===== src/rtl/hog_pkg.sv =====
// Shared constants and FSM state type for the HOG cell histogram controller.
package hog_pkg;

    localparam int NUM_BINS        = 18;
    localparam int BIN_IDX_W       = 5;
    localparam int BIN_LATENCY_DEF = 4;

    typedef enum logic [1:0] {
        ACCUM  = 2'd0,
        DRAIN  = 2'd1,
        OUTPUT = 2'd2
    } hog_state_e;

endpackage


===== src/rtl/hog_cell_hist_ctrl_if.sv =====
// Pixel input, calculate_bin side-channel and histogram output of hog_cell_hist_ctrl.
// sat_flag exists only when HOG_HIST_SAT_EN is defined.
interface hog_cell_hist_ctrl_if #(
    parameter int TOTAL_BIT_WIDTH = 35,
    parameter int MAG_W           = 16,
    parameter int ACC_W           = 22
);
    logic                       s_valid;
    logic                       s_ready;
    logic [TOTAL_BIT_WIDTH-1:0] s_dx;
    logic [TOTAL_BIT_WIDTH-1:0] s_dy;
    logic [1:0]                 s_quadrant;
    logic [MAG_W-1:0]           s_mag;
    logic [TOTAL_BIT_WIDTH-1:0] cb_dx;
    logic [TOTAL_BIT_WIDTH-1:0] cb_dy;
    logic [1:0]                 cb_quadrant;
    logic                       cb_valid;
    logic [4:0]                 cb_bin_num;
    logic                       cb_bin_valid;
    logic                       m_valid;
    logic                       m_ready;
    logic [4:0]                 m_bin;
    logic [ACC_W-1:0]           m_data;
    logic                       m_last;
    logic                       err_bin;
`ifdef HOG_HIST_SAT_EN
    logic                       sat_flag;
`endif

    // Environment side: pixel source, calculate_bin and histogram sink.
    modport master (
        output s_valid, s_dx, s_dy, s_quadrant, s_mag, cb_bin_num, cb_bin_valid, m_ready,
`ifdef HOG_HIST_SAT_EN
        input  sat_flag,
`endif
        input  s_ready, cb_dx, cb_dy, cb_quadrant, cb_valid, m_valid, m_bin, m_data, m_last, err_bin
    );

    modport slave (
        input  s_valid, s_dx, s_dy, s_quadrant, s_mag, cb_bin_num, cb_bin_valid, m_ready,
`ifdef HOG_HIST_SAT_EN
        output sat_flag,
`endif
        output s_ready, cb_dx, cb_dy, cb_quadrant, cb_valid, m_valid, m_bin, m_data, m_last, err_bin
    );

endinterface


===== src/rtl/hog_mag_delay.sv =====
// Valid+data shift register that carries each accepted magnitude until its bin returns.
module hog_mag_delay #(
    parameter int DEPTH = 5,
    parameter int WIDTH = 16
) (
    input  logic             clk,
    input  logic             rst_n,
    input  logic             d_valid,
    input  logic [WIDTH-1:0] d_data,
    output logic             q_valid,
    output logic [WIDTH-1:0] q_data
);

    logic [DEPTH-1:0] valid_r;
    logic [WIDTH-1:0] data_r [DEPTH];

    // Shift valid and data one stage per cycle
    always_ff @(posedge clk or negedge rst_n) begin
        if (!rst_n) begin
            valid_r <= {DEPTH{1'b0}};
            for (int i = 0; i < DEPTH; i++) begin
                data_r[i] <= {WIDTH{1'b0}};
            end
        end else begin
            valid_r[0] <= d_valid;
            data_r[0]  <= d_data;
            for (int i = 1; i < DEPTH; i++) begin
                valid_r[i] <= valid_r[i-1];
                data_r[i]  <= data_r[i-1];
            end
        end
    end

    assign q_valid = valid_r[DEPTH-1];
    assign q_data  = data_r[DEPTH-1];

endmodule


===== src/rtl/hog_cell_hist_ctrl.sv =====
// Per-cell 18-bin gradient histogram: issues pixels to calculate_bin, accumulates
// returned bins, then streams the bins out. Optional saturating add: HOG_HIST_SAT_EN.
module hog_cell_hist_ctrl
    import hog_pkg::*;
#(
    parameter int TOTAL_BIT_WIDTH = 35,
    parameter int MAG_W           = 16,
    parameter int CELL_PIXELS     = 64,
    parameter int BIN_LATENCY     = BIN_LATENCY_DEF,
    parameter int ACC_W           = 22
) (
    input logic                  aclk,
    input logic                  arest_n,
    hog_cell_hist_ctrl_if.slave  bus
);

    localparam int                   CNT_W    = $clog2(CELL_PIXELS + 1);
    localparam logic [CNT_W-1:0]     CELL_CNT = CNT_W'(CELL_PIXELS);
    localparam logic [CNT_W-1:0]     CNT_ONE  = CNT_W'(1);
    localparam logic [BIN_IDX_W-1:0] LAST_BIN = BIN_IDX_W'(NUM_BINS - 1);
    localparam logic [BIN_IDX_W-1:0] BIN_ONE  = BIN_IDX_W'(1);
    localparam logic [BIN_IDX_W-1:0] BIN_LIM  = BIN_IDX_W'(NUM_BINS);

    hog_state_e                 state_r;
    logic [CNT_W-1:0]           issue_cnt_r;
    logic [CNT_W-1:0]           retire_cnt_r;
    logic [ACC_W-1:0]           acc_r [NUM_BINS];
    logic                       s_ready_r;
    logic [TOTAL_BIT_WIDTH-1:0] cb_dx_r;
    logic [TOTAL_BIT_WIDTH-1:0] cb_dy_r;
    logic [1:0]                 cb_quadrant_r;
    logic                       cb_valid_r;
    logic                       m_valid_r;
    logic [BIN_IDX_W-1:0]       m_bin_r;
    logic [ACC_W-1:0]           m_data_r;
    logic                       m_last_r;
    logic                       err_bin_r;

    logic                       hs_s;
    logic                       tail_valid_s;
    logic [MAG_W-1:0]           tail_mag_s;
    logic                       bin_ok_s;
    logic                       add_s;
    logic [BIN_IDX_W-1:0]       bin_idx_s;
    logic [ACC_W-1:0]           new_acc_s;
    logic [CNT_W-1:0]           issue_next_s;
    logic [BIN_IDX_W-1:0]       m_bin_next_s;

    assign hs_s         = bus.s_valid & s_ready_r;
    assign bin_ok_s     = (bus.cb_bin_num < BIN_LIM);
    assign add_s        = tail_valid_s & bin_ok_s;
    assign issue_next_s = issue_cnt_r + (hs_s ? CNT_ONE : {CNT_W{1'b0}});
    assign m_bin_next_s = m_bin_r + BIN_ONE;

    // The extra stage covers the cb_* register in front of calculate_bin.
    hog_mag_delay #(
        .DEPTH (1 + BIN_LATENCY),
        .WIDTH (MAG_W)
    ) u_mag_delay (
        .clk     (aclk),
        .rst_n   (arest_n),
        .d_valid (hs_s),
        .d_data  (bus.s_mag),
        .q_valid (tail_valid_s),
        .q_data  (tail_mag_s)
    );

`ifdef HOG_HIST_SAT_EN
    localparam int SUM_W = ((ACC_W > MAG_W) ? ACC_W : MAG_W) + 1;
    logic [SUM_W-1:0] sum_s;
    logic             ovf_s;
    logic             sat_flag_r;
`endif

    // Single-cycle read-modify-write value for the returning bin
    always_comb begin
        bin_idx_s = bin_ok_s ? bus.cb_bin_num : {BIN_IDX_W{1'b0}};
`ifdef HOG_HIST_SAT_EN
        sum_s = SUM_W'(acc_r[bin_idx_s]) + SUM_W'(tail_mag_s);
        ovf_s = |sum_s[SUM_W-1:ACC_W];
        if (ovf_s) begin
            new_acc_s = {ACC_W{1'b1}};
        end else begin
            new_acc_s = sum_s[ACC_W-1:0];
        end
`else
        new_acc_s = acc_r[bin_idx_s] + ACC_W'(tail_mag_s);
`endif
    end

    // Issue register, accumulation, cell FSM and output stream
    always_ff @(posedge aclk or negedge arest_n) begin
        if (!arest_n) begin
            state_r       <= ACCUM;
            issue_cnt_r   <= {CNT_W{1'b0}};
            retire_cnt_r  <= {CNT_W{1'b0}};
            for (int i = 0; i < NUM_BINS; i++) begin
                acc_r[i] <= {ACC_W{1'b0}};
            end
            s_ready_r     <= 1'b0;
            cb_dx_r       <= {TOTAL_BIT_WIDTH{1'b0}};
            cb_dy_r       <= {TOTAL_BIT_WIDTH{1'b0}};
            cb_quadrant_r <= 2'd0;
            cb_valid_r    <= 1'b0;
            m_valid_r     <= 1'b0;
            m_bin_r       <= {BIN_IDX_W{1'b0}};
            m_data_r      <= {ACC_W{1'b0}};
            m_last_r      <= 1'b0;
            err_bin_r     <= 1'b0;
`ifdef HOG_HIST_SAT_EN
            sat_flag_r    <= 1'b0;
`endif
        end else begin
            cb_valid_r <= hs_s;
            if (hs_s) begin
                cb_dx_r       <= bus.s_dx;
                cb_dy_r       <= bus.s_dy;
                cb_quadrant_r <= bus.s_quadrant;
            end
            issue_cnt_r <= issue_next_s;
            // Out-of-range bins still retire so the cell always completes
            if (tail_valid_s) begin
                retire_cnt_r <= retire_cnt_r + CNT_ONE;
            end
            if (add_s) begin
                acc_r[bin_idx_s] <= new_acc_s;
            end
            if ((tail_valid_s != bus.cb_bin_valid) || (bus.cb_bin_valid && !bin_ok_s)) begin
                err_bin_r <= 1'b1;
            end
`ifdef HOG_HIST_SAT_EN
            if (add_s && ovf_s) begin
                sat_flag_r <= 1'b1;
            end
`endif
            case (state_r)
                ACCUM: begin
                    s_ready_r <= (issue_next_s < CELL_CNT);
                    if (issue_cnt_r == CELL_CNT) begin
                        state_r <= DRAIN;
                    end
                end
                DRAIN: begin
                    s_ready_r <= 1'b0;
                    if (retire_cnt_r == CELL_CNT) begin
                        state_r   <= OUTPUT;
                        m_valid_r <= 1'b1;
                        m_bin_r   <= {BIN_IDX_W{1'b0}};
                        m_data_r  <= acc_r[0];
                        m_last_r  <= 1'b0;
                    end
                end
                OUTPUT: begin
                    s_ready_r <= 1'b0;
                    if (m_valid_r && bus.m_ready) begin
                        if (m_last_r) begin
                            state_r      <= ACCUM;
                            s_ready_r    <= 1'b1;
                            issue_cnt_r  <= {CNT_W{1'b0}};
                            retire_cnt_r <= {CNT_W{1'b0}};
                            for (int i = 0; i < NUM_BINS; i++) begin
                                acc_r[i] <= {ACC_W{1'b0}};
                            end
                            m_valid_r    <= 1'b0;
                            m_bin_r      <= {BIN_IDX_W{1'b0}};
                            m_data_r     <= {ACC_W{1'b0}};
                            m_last_r     <= 1'b0;
`ifdef HOG_HIST_SAT_EN
                            sat_flag_r   <= 1'b0;
`endif
                        end else begin
                            m_bin_r  <= m_bin_next_s;
                            m_data_r <= acc_r[m_bin_next_s];
                            m_last_r <= (m_bin_next_s == LAST_BIN);
                        end
                    end
                end
                default: begin
                    state_r   <= ACCUM;
                    s_ready_r <= 1'b0;
                end
            endcase
        end
    end

    assign bus.s_ready     = s_ready_r;
    assign bus.cb_dx       = cb_dx_r;
    assign bus.cb_dy       = cb_dy_r;
    assign bus.cb_quadrant = cb_quadrant_r;
    assign bus.cb_valid    = cb_valid_r;
    assign bus.m_valid     = m_valid_r;
    assign bus.m_bin       = m_bin_r;
    assign bus.m_data      = m_data_r;
    assign bus.m_last      = m_last_r;
    assign bus.err_bin     = err_bin_r;
`ifdef HOG_HIST_SAT_EN
    assign bus.sat_flag    = sat_flag_r;
`endif

endmodule


===== src/flat_wrapper.sv =====
// flat-port wrapper written by rule: the top's interface ports become plain ports
module hog_cell_hist_ctrl_flat import hog_pkg::*;
#(
    parameter int TOTAL_BIT_WIDTH = 35,
    parameter int MAG_W           = 16,
    parameter int CELL_PIXELS     = 64,
    parameter int BIN_LATENCY     = BIN_LATENCY_DEF,
    parameter int ACC_W           = 22
)
  (aclk, arest_n, bus_s_valid, bus_s_dx, bus_s_dy, bus_s_quadrant, bus_s_mag, bus_cb_bin_num, bus_cb_bin_valid, bus_m_ready, bus_s_ready, bus_cb_dx, bus_cb_dy, bus_cb_quadrant, bus_cb_valid, bus_m_valid, bus_m_bin, bus_m_data, bus_m_last, bus_err_bin);
  hog_cell_hist_ctrl_if #(.TOTAL_BIT_WIDTH(TOTAL_BIT_WIDTH), .MAG_W(MAG_W), .ACC_W(ACC_W)) bus_i ();
  input logic aclk;
  input logic arest_n;
  input wire logic [$bits(bus_i.s_valid)-1:0] bus_s_valid;
  input wire logic [$bits(bus_i.s_dx)-1:0] bus_s_dx;
  input wire logic [$bits(bus_i.s_dy)-1:0] bus_s_dy;
  input wire logic [$bits(bus_i.s_quadrant)-1:0] bus_s_quadrant;
  input wire logic [$bits(bus_i.s_mag)-1:0] bus_s_mag;
  input wire logic [$bits(bus_i.cb_bin_num)-1:0] bus_cb_bin_num;
  input wire logic [$bits(bus_i.cb_bin_valid)-1:0] bus_cb_bin_valid;
  input wire logic [$bits(bus_i.m_ready)-1:0] bus_m_ready;
  output wire logic [$bits(bus_i.s_ready)-1:0] bus_s_ready;
  output wire logic [$bits(bus_i.cb_dx)-1:0] bus_cb_dx;
  output wire logic [$bits(bus_i.cb_dy)-1:0] bus_cb_dy;
  output wire logic [$bits(bus_i.cb_quadrant)-1:0] bus_cb_quadrant;
  output wire logic [$bits(bus_i.cb_valid)-1:0] bus_cb_valid;
  output wire logic [$bits(bus_i.m_valid)-1:0] bus_m_valid;
  output wire logic [$bits(bus_i.m_bin)-1:0] bus_m_bin;
  output wire logic [$bits(bus_i.m_data)-1:0] bus_m_data;
  output wire logic [$bits(bus_i.m_last)-1:0] bus_m_last;
  output wire logic [$bits(bus_i.err_bin)-1:0] bus_err_bin;
  assign bus_i.s_valid = bus_s_valid;
  assign bus_i.s_dx = bus_s_dx;
  assign bus_i.s_dy = bus_s_dy;
  assign bus_i.s_quadrant = bus_s_quadrant;
  assign bus_i.s_mag = bus_s_mag;
  assign bus_i.cb_bin_num = bus_cb_bin_num;
  assign bus_i.cb_bin_valid = bus_cb_bin_valid;
  assign bus_i.m_ready = bus_m_ready;
  assign bus_s_ready = bus_i.s_ready;
  assign bus_cb_dx = bus_i.cb_dx;
  assign bus_cb_dy = bus_i.cb_dy;
  assign bus_cb_quadrant = bus_i.cb_quadrant;
  assign bus_cb_valid = bus_i.cb_valid;
  assign bus_m_valid = bus_i.m_valid;
  assign bus_m_bin = bus_i.m_bin;
  assign bus_m_data = bus_i.m_data;
  assign bus_m_last = bus_i.m_last;
  assign bus_err_bin = bus_i.err_bin;
  hog_cell_hist_ctrl #(.TOTAL_BIT_WIDTH(TOTAL_BIT_WIDTH), .MAG_W(MAG_W), .CELL_PIXELS(CELL_PIXELS), .BIN_LATENCY(BIN_LATENCY), .ACC_W(ACC_W)) u_core (.aclk(aclk), .arest_n(arest_n), .bus(bus_i));
endmodule

===== config.mk =====
export PLATFORM = sky130hd
export DESIGN_NAME = hog_cell_hist_ctrl_flat
export DESIGN_NICKNAME = d
export VERILOG_FILES = /design/src/rtl/hog_pkg.sv /design/src/rtl/hog_cell_hist_ctrl_if.sv /design/src/rtl/hog_mag_delay.sv /design/src/rtl/hog_cell_hist_ctrl.sv /design/src/flat_wrapper.sv
export SDC_FILE = /design/constraint.sdc
export NUM_CORES = 1
export LEC_CHECK = 0
export ABC_AREA = 1
export ABC_CLOCK_PERIOD_IN_PS = 4170
export CELL_PAD_IN_SITES_DETAIL_PLACEMENT = 1
export CELL_PAD_IN_SITES_GLOBAL_PLACEMENT = 2
export CORE_UTILIZATION = 40
export CTS_BUF_LIST = sky130_fd_sc_hd__clkbuf_2
export DETAILED_ROUTE_END_ITERATION = 10
export DONT_BUFFER_PORTS = 1
export GPL_TIMING_DRIVEN = 0
export HOLD_SLACK_MARGIN = 0.05
export PLACE_DENSITY_LB_ADDON = 0.1
export SYNTH_ARGS = -nofsm -noshare
export SYNTH_HDL_FRONTEND = slang
export SYNTH_SLANG_ARGS = --single-unit

===== constraint.sdc =====
create_clock -name aclk -period 4.17 [get_ports aclk]
set_input_delay 0.834 -clock aclk [delete_from_list [all_inputs] [get_ports aclk]]
set_output_delay 0.834 -clock aclk [all_outputs]
set_load 0.01 [all_outputs]

# --- Word-level counts from Yosys, hierarchy flattened ---
# Cells that the tools add are included.
classes:
  eq_ne: 10
  add_sub_neg: 4
  magnitude_cmp: 5
  muxes: 46
  n_reduce_logical: 10
  bitwise: 4
ops:
  columns: ["op", "n"]
  rows:
  - ["two-way mux 396 bit", 4]
  - ["bitwise mux 396 bit", 1]
  - ["binary-select mux 22 bit (select 5 bit)", 2]
  - ["two-way mux 22 bit", 8]
  - ["demux 22 bit (select 5 bit)", 1]
  - ["two-way mux 7 bit", 7]
  - ["case mux 22 bit (2 select lines)", 1]
  - ["adder 22 x 16 -> 22 bit", 1]
  - ["two-way mux 5 bit", 4]
  - ["== test 7 bit (second input constant)", 2]
  - ["greater-or-equal comparator 6 bit (second input constant)", 2]
  - ["inverter 5 -> 6 bit", 2]
  - ["case mux 5 bit (2 select lines)", 1]
  - ["two-way mux 1 bit", 9]
  - ["two-way mux 2 bit", 4]
  - ["inequality test 2 x 1 -> 1 bit (second input constant)", 4]
  - ["AND reduction 4 bit", 2]
  - ["adder 7 x 1 -> 7 bit (second input constant)", 1]
  - ["adder 7 bit", 1]
  - ["< comparator 7 bit (second input constant)", 1]
  - ["< comparator 6 x 1 -> 1 bit (second input constant)", 1]
  - ["case mux 1 bit (2 select lines)", 3]
  - ["case mux 2 bit (3 select lines)", 1]
  - ["adder 5 x 1 -> 5 bit (second input constant)", 1]
  - ["12 further kinds", 15]
totals:
  register_bits: 601

# --- Logic depth before layout (Yosys ltp) ---
# Gate-level depths: netlist of run 1.
depth:
  ltp_word: 12
  ltp_mapped: 29
  mapped_depth_nobuf: 25

# --- Hierarchy ---
# From an unflattened synthesis of run 1, not the netlist that was laid out.
hier_totals:
  hier_cells: 3951
  hier_area_um2: 30689.4
by_module_without_submodules:
  columns: ["mod", "seq_area_each_um2", "instances", "area_per_inst_um2", "cells_per_inst"]
  rows:
  - ["hog_cell_hist_ctrl", 12912.4, 1, 28442.3, 3850]
  - ["hog_mag_delay", 2127.0, 1, 2247.2, 101]

# --- Worst setup path after synthesis of run 1 ---
# No wires, ideal clock.
synth_path:
  path_kind: "input-to-reg"
  start: "in bus_cb_bin_num[3]"
  end: "reg u_core.acc_r[54] (netlist bit)"
  path_buffers: 5
  setup_time_ps: 65
  arrival_time_ps: 4435
  path_slack_ps: -330
  stages: 27
  path_cell_list: "nor2_2 nand2_2 nand2_4 o21ai_4 buf_6 buf_6 buf_4 buf_2 buf_2 a221oi_1 a211oi_1 ha_1 fa_1 nand3_1 nand2_1 nand2_1 nand2_1 a21oi_1 o21ai_1 inv_1 o21ai_1 or2_2 nand2_1 clkinv_1 nand2_1 o211ai_1 inv_1"
synth_between:
  elab_chain_len: 12
  elab_cells_between_ends: 18
synth_rtl:
  columns: ["item", "line_no", "source"]
  rows:
  - ["start: declaration", "flat_wrapper.sv:19", "input wire logic [$bits(bus_i.cb_bin_num)-1:0] bus_cb_bin_num;"]
  - ["< comparator 5 bit", "hog_cell_hist_ctrl.sv:50", "assign bin_ok_s = (bus.cb_bin_num < BIN_LIM);"]
  - ["two-way mux 5 bit", "hog_cell_hist_ctrl.sv:77", "bin_idx_s = bin_ok_s ? bus.cb_bin_num : {BIN_IDX_W{1'b0}};"]
  - ["inverter 5 -> 6 bit (not written as such)", "hog_cell_hist_ctrl.sv:87, hog_cell_hist_ctrl.sv:126", null]
  - ["binary-select mux 22 bit (select 5 bit), or another cell as far along", "hog_cell_hist_ctrl.sv:87", "new_acc_s = acc_r[bin_idx_s] + ACC_W'(tail_mag_s);"]
  - ["two-way mux 22 bit (not written as such) / logical AND 1 bit (equally long branches)", "hog_cell_hist_ctrl.sv:87, hog_cell_hist_ctrl.sv:126", null]
  - ["two-way mux 22 bit (on tied branches)", "hog_cell_hist_ctrl.sv:87, hog_cell_hist_ctrl.sv:126", null]
  - ["adder 22 x 16 -> 22 bit / demux 22 bit (select 5 bit) (equally long branches)", "hog_cell_hist_ctrl.sv:87, hog_cell_hist_ctrl.sv:126", null]
  - ["bitwise mux 396 bit", "hog_cell_hist_ctrl.sv:126", "acc_r[bin_idx_s] <= new_acc_s;"]
  - ["two-way mux 396 bit *", "hog_cell_hist_ctrl.sv:125", "if (add_s) begin"]
  - ["two-way mux 396 bit", "hog_cell_hist_ctrl.sv:156", "if (m_last_r) begin"]
  - ["two-way mux 396 bit", "hog_cell_hist_ctrl.sv:155", "if (m_valid_r && bus.m_ready) begin"]
  - ["two-way mux 396 bit *", "hog_cell_hist_ctrl.sv:136", "case (state_r)"]
  - ["end signal: indexed assignment", "hog_cell_hist_ctrl.sv:98", "acc_r[i] <= {ACC_W{1'b0}};"]
  - ["end signal: indexed assignment", "hog_cell_hist_ctrl.sv:126", null]
  - ["end signal: indexed assignment", "hog_cell_hist_ctrl.sv:162", "acc_r[i] <= {ACC_W{1'b0}};"]
  - ["end: declaration", "hog_cell_hist_ctrl.sv:27", "logic [ACC_W-1:0] acc_r [NUM_BINS];"]
# Mark *: on every way between the ends. The rest lies on a longest branch, timed or not. The select of a mux whose other input is x is not followed.
# A chain may end at the register's enable or synchronous reset.

# --- Final worst setup path of run 1 ---
layout_path:
  start: "reg u_core.m_bin_r[0] (netlist: u_core.bus.m_bin[0])"
  end: "reg u_core.m_data_r[20] (netlist: u_core.bus.m_data[20])"
layout_between:
  elab_chain_len: 8
layout_rtl:
  columns: ["item", "line_no", "source"]
  rows:
  - ["start: declaration", "hog_cell_hist_ctrl.sv:34", "logic [BIN_IDX_W-1:0] m_bin_r;"]
  - ["start signal: assignment", "hog_cell_hist_ctrl.sv:106", "m_bin_r <= {BIN_IDX_W{1'b0}};"]
  - ["start signal: assignment", "hog_cell_hist_ctrl.sv:148", "m_bin_r <= {BIN_IDX_W{1'b0}};"]
  - ["start signal: assignment", "hog_cell_hist_ctrl.sv:165", "m_bin_r <= {BIN_IDX_W{1'b0}};"]
  - ["adder 5 x 1 -> 5 bit", "hog_cell_hist_ctrl.sv:53", "assign m_bin_next_s = m_bin_r + BIN_ONE;"]
  - ["inverter 5 -> 6 bit (not written as such)", "hog_cell_hist_ctrl.sv:173", "m_data_r <= acc_r[m_bin_next_s];"]
  - ["binary-select mux 22 bit (select 5 bit)", "hog_cell_hist_ctrl.sv:173", null]
  - ["two-way mux 22 bit (not written as such) (2 in series)", "hog_cell_hist_ctrl.sv:173", null]
  - ["two-way mux 22 bit", "hog_cell_hist_ctrl.sv:156", null]
  - ["two-way mux 22 bit", "hog_cell_hist_ctrl.sv:155", null]
  - ["case mux 22 bit (2 select lines)", "hog_cell_hist_ctrl.sv:136", null]
  - ["end signal: assignment", "hog_cell_hist_ctrl.sv:149", "m_data_r <= acc_r[0];"]
  - ["end signal: assignment", "hog_cell_hist_ctrl.sv:166", "m_data_r <= {ACC_W{1'b0}};"]
  - ["end signal: assignment", "hog_cell_hist_ctrl.sv:173", null]
  - ["end: declaration", "hog_cell_hist_ctrl.sv:35", "logic [ACC_W-1:0] m_data_r;"]
# No other way between the ends. The select of a mux whose other input is x is not followed.

==> results of run 1 <==
-- repair_timing --
item	in CTS	in global routing
hold endpoints to repair	696	201
hold buffers	181	4
setup endpoints to repair	374	218
gates cloned	0	0
setup buffers	9	0
resized for setup	112	69
pin swaps	5	5
-- flip-flops by register name (all words and copies together), names as in the netlist, 2 cells and up --
register and flops:
u_core.bus.m_bin 5, u_core.retire_cnt_r 7, u_core.bus.cb_dy 35, u_core.u_mag_delay.data_r 64, u_core.u_mag_delay.q_data 16, u_core.bus.m_data 22
u_core.bus.cb_quadrant 2, u_core.issue_cnt_r 7, u_core.state_r 2, u_core.u_mag_delay.valid_r 5, u_core.bus.cb_dx 35, u_core.acc_r 396
-- cells in the mapped netlist (all sizes together) --
master and number:
a2111oi 1, a211oi 8, a21boi 1, a21oi 453, a221oi 14, a22o 2, a22oi 19, a311oi 1
a31oi 22, a32o 5, a41oi 1, and2 1, buf 83, clkbuf 206, clkinv 5, dfrtp 600
fa 1, ha 23, inv 572, nand2 560, nand3 184, nand3b 1, nand4 16, nor2 302
nor3 12, nor4 1, o2111ai 11, o211ai 72, o21a 5, o21ai 558, o21bai 9, o221ai 35
o22ai 95, o31a 1, o31ai 1, o32ai 5, o41ai 1, or2 7, xnor2 4, xor2 13
-- placed cells by master (no fill, tap or decap), types with 6 or more instances in the layout --
master | synthesis | layout
a21oi_1 | 451 | 447
a221oi_1 | 14 | 10
a22oi_1 | 19 | 19
a31oi_1 | 22 | 22
buf_1 | 33 | 22
buf_2 | 33 | 28
buf_4 | 4 | 22
buf_6 | 13 | 21
clkbuf_1 | 204 | 159
clkbuf_2 | 2 | 258
clkbuf_4 | 0 | 10
clkinv_1 | 5 | 39
clkinv_2 | 0 | 6
dfrtp_1 | 600 | 600
diode_2 | 0 | 11
dlygate4sd3_1 | 0 | 183
ha_1 | 23 | 21
inv_1 | 550 | 548
inv_2 | 22 | 24
inv_6 | 0 | 6
nand2_1 | 545 | 540
nand2_2 | 10 | 13
nand2_4 | 5 | 7
nand3_1 | 166 | 163
nand3_2 | 16 | 19
nand4_1 | 15 | 15
nor2_1 | 290 | 287
nor2_2 | 7 | 9
nor3_1 | 12 | 10
o2111ai_1 | 11 | 10
o211ai_1 | 72 | 72
o21ai_0 | 507 | 505
o21ai_1 | 50 | 49
o21bai_1 | 8 | 8
o221ai_1 | 35 | 35
o22ai_1 | 93 | 93
or2_2 | 7 | 7
xor2_1 | 12 | 7
-- cells by family (layout without fill, tap and decap cells) --
| kind of cell | after synthesis | count (layout) | synth area share |
|---|---|---|---|
| buf+inv | 866 | 1350 | 0.110 |
| compound gates | 1320 | 1320 | 0.239 |
| other cells | 0 | 11 | 0 |
| xor+xnor | 17 | 17 | 0.00567 |
| simple gates | 1084 | 1084 | 0.150 |
| fa+ha+maj | 24 | 24 | 0.00996 |
| flops | 600 | 600 | 0.486 |
-- worst reg2reg max path, cell delays in order (launching register included) --
cell and delay (ps):
dfrtp_1 490, clkbuf_4 330, buf_2 480, clkbuf_1 640
clkbuf_1 920, o21ai_0 230, nand3_1 220, nand3_1 250
nand2_1 240, inv_1 60, o22ai_1 120, nand2_1 80
a31oi_1 140
-- layout make-up --
class	instances	area [µm²]
Antenna cell	11	27.5
Buffer	284	1450
Clock buffer	234	1170
Clock inverter	57	298
Fill cell	9434	39900
Inverter	577	2180
Multi-Input combinational cell	2445	12800
Sequential cell	600	15000
Tap cell	1030	1290
Timing Repair Buffer	198	2050
-- power by group --
part	internal, W	switching (W)	total, W
logic	0.00340	0.00925	0.0126
clock network	0.00158	0.00299	0.00456
registers	0.00759	0.00169	0.00928
total	0.0126	0.0139	0.0265
-- worst paths after layout --
path	from	cells after the start	slack, ps	to
worst min-delay path	bus_s_valid	4	190	u_core.bus.cb_dy[0]
min in group asynchronous	arest_n	4	490	u_core.acc_r[327]
worst max-delay path	u_core.bus.m_bin[0]	12	-120	u_core.bus.m_data[20]
worst max register to register	u_core.bus.m_bin[0]	12	-120	u_core.bus.m_data[20]
worst min register to register	u_core.u_mag_delay.data_r[59]	0	330	u_core.u_mag_delay.data_r[43]
max in group asynchronous	arest_n	5	1580	u_core.u_mag_delay.data_r[68]
-- per-layer routing --
metal / global-route usage / wire (µm) / part of all wire / vias up
li1: - / - / - / 13823
met1: 0.548 / 67100 / 0.39 / 16769
met2: 0.655 / 75200 / 0.44 / 2040
met3: 0.106 / 16100 / 0.093 / 645
met4: 0.317 / 14200 / 0.082 / 6
met5: 0 / 40 / 0.00023 / -
-- stage by stage --
step,area (µm²),util
finish,36300,0.476
global placement,32300,0.424
detailed placement,32300,0.425
CTS,36000,0.472
floorplan,31000,-
global route,36300,0.476
==> impl_metrics.json, run 1 <==
{
  "status": "finished, violations left",
  "violations": "negative setup slack",
  "hold_path_class": "in2reg",
  "cp.arrival_ps": 5630,
  "path_cells": "clkbuf_4, buf_2, clkbuf_1, clkbuf_1, o21ai_0, nand3_1, nand3_1, nand2_1, inv_1, o22ai_1, nand2_1, a31oi_1",
  "grt_pass1_vias": 33700,
  "num_rows": 101,
  "tightest_slew_ps": 1390,
  "dp.cells": 4942,
  "wl_per_cell_um": 31.7,
  "worst-setup-path-type": "reg2reg",
  "slowest_stage": "clkbuf_1",
  "fp.dieW_um": 280,
  "finalMaxSlewViolations": 0,
  "fmax_mhz": 233,
  "max-slew-margin-rel": 0.0728,
  "leakage_nw": 17.2,
  "worstPathMaxFanout": 10,
  "ir_worst_vdd_v": 0.000342,
  "die_h_um": 280,
  "synthesis.area_um2": 30900,
  "clock_skew_ps": 133,
  "fin_crit_ps": 4290,
  "antenna_found_initial": 10,
  "postRouteAntennaNets": 0,
  "cts_tree": "yes",
  "maxCapViolations": 0,
  "grt_pass1_wl_um": 241000,
  "ys_ff_latch": 600,
  "drive_gt1_frac": 0.114,
  "syn_to_final_growth_pct": 17.3,
  "cp-start-kind": "register",
  "whs_ps": 185,
  "cp-end-kind": "register",
  "cts.path.max_buffers": 3,
  "fin_tns_setup_ps": -229,
  "synth.distinct_cells": 60,
  "overflow": 0,
  "synth_nets": 4033,
  "p_per_area_nw_per_um2": 730,
  "gp_congestion": 1.02,
  "rsz0062_at_grt": "yes",
  "setup_slack_ps": -124,
  "wl_um": 173000,
  "viasPerCell": 6.12,
  "port_buffers": 0,
  "netlist_instances": 3911,
  "cp_num_buf_inv": 5,
  "yosysWarnings": 0,
  "firstDrtPassIters": 6,
  "critPathMaxStageDelay_ps": 900,
  "h-tree-depth": 4,
  "clk-insertion-delay-late_ps": 1540,
  "ios": 202,
  "clkTransAtPathRegs_ps": 130,
  "dp_slack_ps": -2930,
  "root_buffer": "clkbuf_2",
  "drcViolationCount": 0,
  "synthDominantCellAreaShare": 0.486,
  "final-setup-viol-count": 4,
  "synth_area_leaders": "dfrtp_1 49%, o21ai_0 8.2%, a21oi_1 7.3%, inv_1 6.7%, nand2_1 6.6%",
  "instances_no_fill": 5436,
  "synth_largest_area_cell": "dfrtp_1",
  "initial_core_util": 0.406,
  "fin_crit_sh": 1.03,
  "finalHoldViolCount": 0,
  "die_area_um2": 78400,
  "cp.required_ps": 5510,
  "coreArea_um2": 76200,
  "cts_inserted_buffers": 170,
  "vias": 33283,
  "fin_nets": 4398,
  "p_total_w": 0.0265,
  "cts.sinks": 600,
  "dp_hpwl_um": 119000,
  "ys_seq_area_frac": 0.486,
  "grt_max_degree": 601,
  "path_delay_family": "buffers and inverters",
  "avgSynthCellArea_um2": 7.90,
  "groute.usage.overall": 0.437,
  "first_iter_violations": 3902
}
Power figures use the tool's default switching activity.
==> run 2: changes to the inputs <==
- CORE_ASPECT_RATIO: default -> 0.6
- PLACE_DENSITY: default -> 0.9
- PLACE_DENSITY_LB_ADDON: 0.1 -> default
==> run 2 against run 1 <==
The flow finishes with violations (negative hold slack, max-capacitance violations, max-slew violations, negative setup slack). Global-route usage up 1.8 points. Die area about the same. Combinational power up 4%. Clock skew down 9.8 ps. Via count up 3.3%. Largest cell class unchanged. Fmax down 1.6%. Highest routed layer unchanged.
==> impl_metrics.json, run 2 (synthesis results as in run 1) <==
{
  "h-tree-depth": 4,
  "finalMaxSlewViolations": 463,
  "final_common_cell": "dfrtp_1",
  "final-setup-viol-count": 21,
  "p_total_w": 0.0270,
  "dp_hpwl_um": 124000,
  "first_iter_violations": 5329,
  "cts_tree": "yes",
  "clkTransAtPathRegs_ps": 140,
  "grt_pass1_vias": 33579,
  "wl_um": 181000,
  "fillers": 9367,
  "fin_crit_ps": 4360,
  "tightest_slew_ps": 2800,
  "num_rows": 78,
  "setup_slack_ps": -194,
  "cts_inserted_buffers": 153,
  "cp_num_buf_inv": 4,
  "gp_congestion": 1.04,
  "violations": "negative hold slack, max-capacitance violations, max-slew violations, negative setup slack",
  "slowest_stage": "clkdlybuf4s15_1",
  "worstPathMaxFanout": 10,
  "maxCapViolations": 3,
  "fin_util": 0.478,
  "initial_core_util": 0.407,
  "cts.path.max_buffers": 3,
  "firstDrtPassIters": 7,
  "leakage_nw": 17.2,
  "antenna_found_initial": 6,
  "fin_tns_setup_ps": -1670,
  "fmax_mhz": 229,
  "p_per_area_nw_per_um2": 744,
  "reg_top3": "u_core.acc_r (396), u_core.u_mag_delay.data_r (64)",
  "fin_crit_sh": 1.05,
  "worst-setup-path-type": "reg2reg",
  "cp.arrival_ps": 5700,
  "groute.usage.overall": 0.454,
  "ios": 202,
  "drive_gt1_frac": 0.114,
  "wl_per_cell_um": 33.5,
  "path_cells": "ha_1, xor2_2, buf_8, inv_1, clkdlybuf4s15_1, nand4_1, buf_1, o22ai_1, nand2_1, a31oi_1",
  "whs_ps": -975,
  "viasPerCell": 6.38,
  "vias": 34383,
  "drcViolationCount": 0,
  "status": "finished, violations left",
  "port_buffers": 0,
  "critPathMaxStageDelay_ps": 800,
  "grt_max_degree": 601,
  "dp_slack_ps": -3160,
  "coreArea_um2": 76000,
  "postRouteAntennaNets": 0,
  "syn_to_final_growth_pct": 17.5,
  "cts.sinks": 600,
  "hold_path_class": "in2async",
  "fp.dieW_um": 361,
  "path_delay_family": "buffers and inverters",
  "fin_nets": 4395,
  "max-slew-margin-rel": -0.866,
  "finalHoldViolCount": 600,
  "largest_reg_flops": 396,
  "grt_pass1_wl_um": 250000,
  "cp-end-kind": "register",
  "die_area_um2": 78400,
  "clk-insertion-delay-late_ps": 1590,
  "ctsHoldBuffers": 189,
  "root_buffer": "clkbuf_2",
  "seq_area_um2": 15000,
  "ir_worst_vdd_v": 0.000357,
  "final_cell_mix": "600 x dfrtp_1, 549 x inv_1, 541 x nand2_1",
  "cp.required_ps": 5510,
  "die_h_um": 217,
  "overflow": 0,
  "multi_input_area_um2": 12900,
  "largest-register": "u_core.acc_r",
  "clock_skew_ps": 123,
  "cp-start-kind": "register"
}
==> run 2: cell types whose count changed in the layout (fill, tap and decap cells not counted), sizes merged <==
cell	before	now
clkbuf	429	418
clkinv	49	39
buf	102	108
dlygate4sd3	183	189
diode	11	8
bufinv	0	2
clkinvlp	3	1
inv	582	580
==> run 2: area by class of cell <==
class | instances | share of cell area
inverter | 577 | 0.0600
sequential | 600 | 0.413
tap | 1000 | 0.0345
timing repair buffer | 211 | 0.0582
multi-input combinational | 2445 | 0.355
clock buffer | 221 | 0.0305
antenna | 8 | 0.000551
clock inverter | 45 | 0.00792
buffer | 285 | 0.0404
==> run 2: per-layer routing <==
layer | track usage | share of wire
met5 | 0.0116 | 0.0016
met4 | 0.209 | 0.050
met3 | 0.216 | 0.16
met2 | 0.608 | 0.39
met1 | 0.611 | 0.40
==> run 2: final timing paths <==
kind	start	endpoint	slack, ps	depth (start not counted)
max	u_core.bus.m_bin[1]	u_core.bus.m_data[11]	-190	10
max in group asynchronous	arest_n	u_core.acc_r[229]	2970	0
max reg2reg	u_core.bus.m_bin[1]	u_core.bus.m_data[11]	-190	10
min in group aclk	bus_cb_bin_num[2]	u_core.acc_r[151]	120	8
min	arest_n	u_core.acc_r[282]	-980	0
min reg2reg	u_core.u_mag_delay.data_r[53]	u_core.u_mag_delay.data_r[37]	320	0
==> run 2: stage by stage <==
step | instance area [µm²] | std cells | hold slack, ps
final | 36300 | 5392 | -975
after global routing | 36300 | 5386 | -993
after CTS | 35900 | 5366 | -1100
after detailed placement | 32300 | 4912 | 336
after global placement | 32300 | 4911 | 331
after floorplan | 31000 | 3911 | 331
==> run 2: timing repair <==
action / 4_1_cts / 5_1_grt
endpoints found under the setup margin: 400 / 263
hold endpoints to repair: 696 / 600
gates cloned: 0 / 0
pin swaps: 3 / 16
setup buffers: 2 / 19
resized for setup: 105 / 99
==> run 2: worst register-to-register path, cell delays in order (launching register included) <==
cell             delay, ps
dfrtp_1                490
ha_1                   270
xor2_2                 280
buf_8                  240
inv_1                   80
clkdlybuf4s15_1        800
nand4_1                560
buf_1                  800
o22ai_1                330
nand2_1                160
a31oi_1                110
==> run 2: where the power goes <==
group,switching [W],internal [W]
clock,0.00306,0.00158
combinational,0.00949,0.00358
sequential,0.00172,0.00758
total,0.0143,0.0128
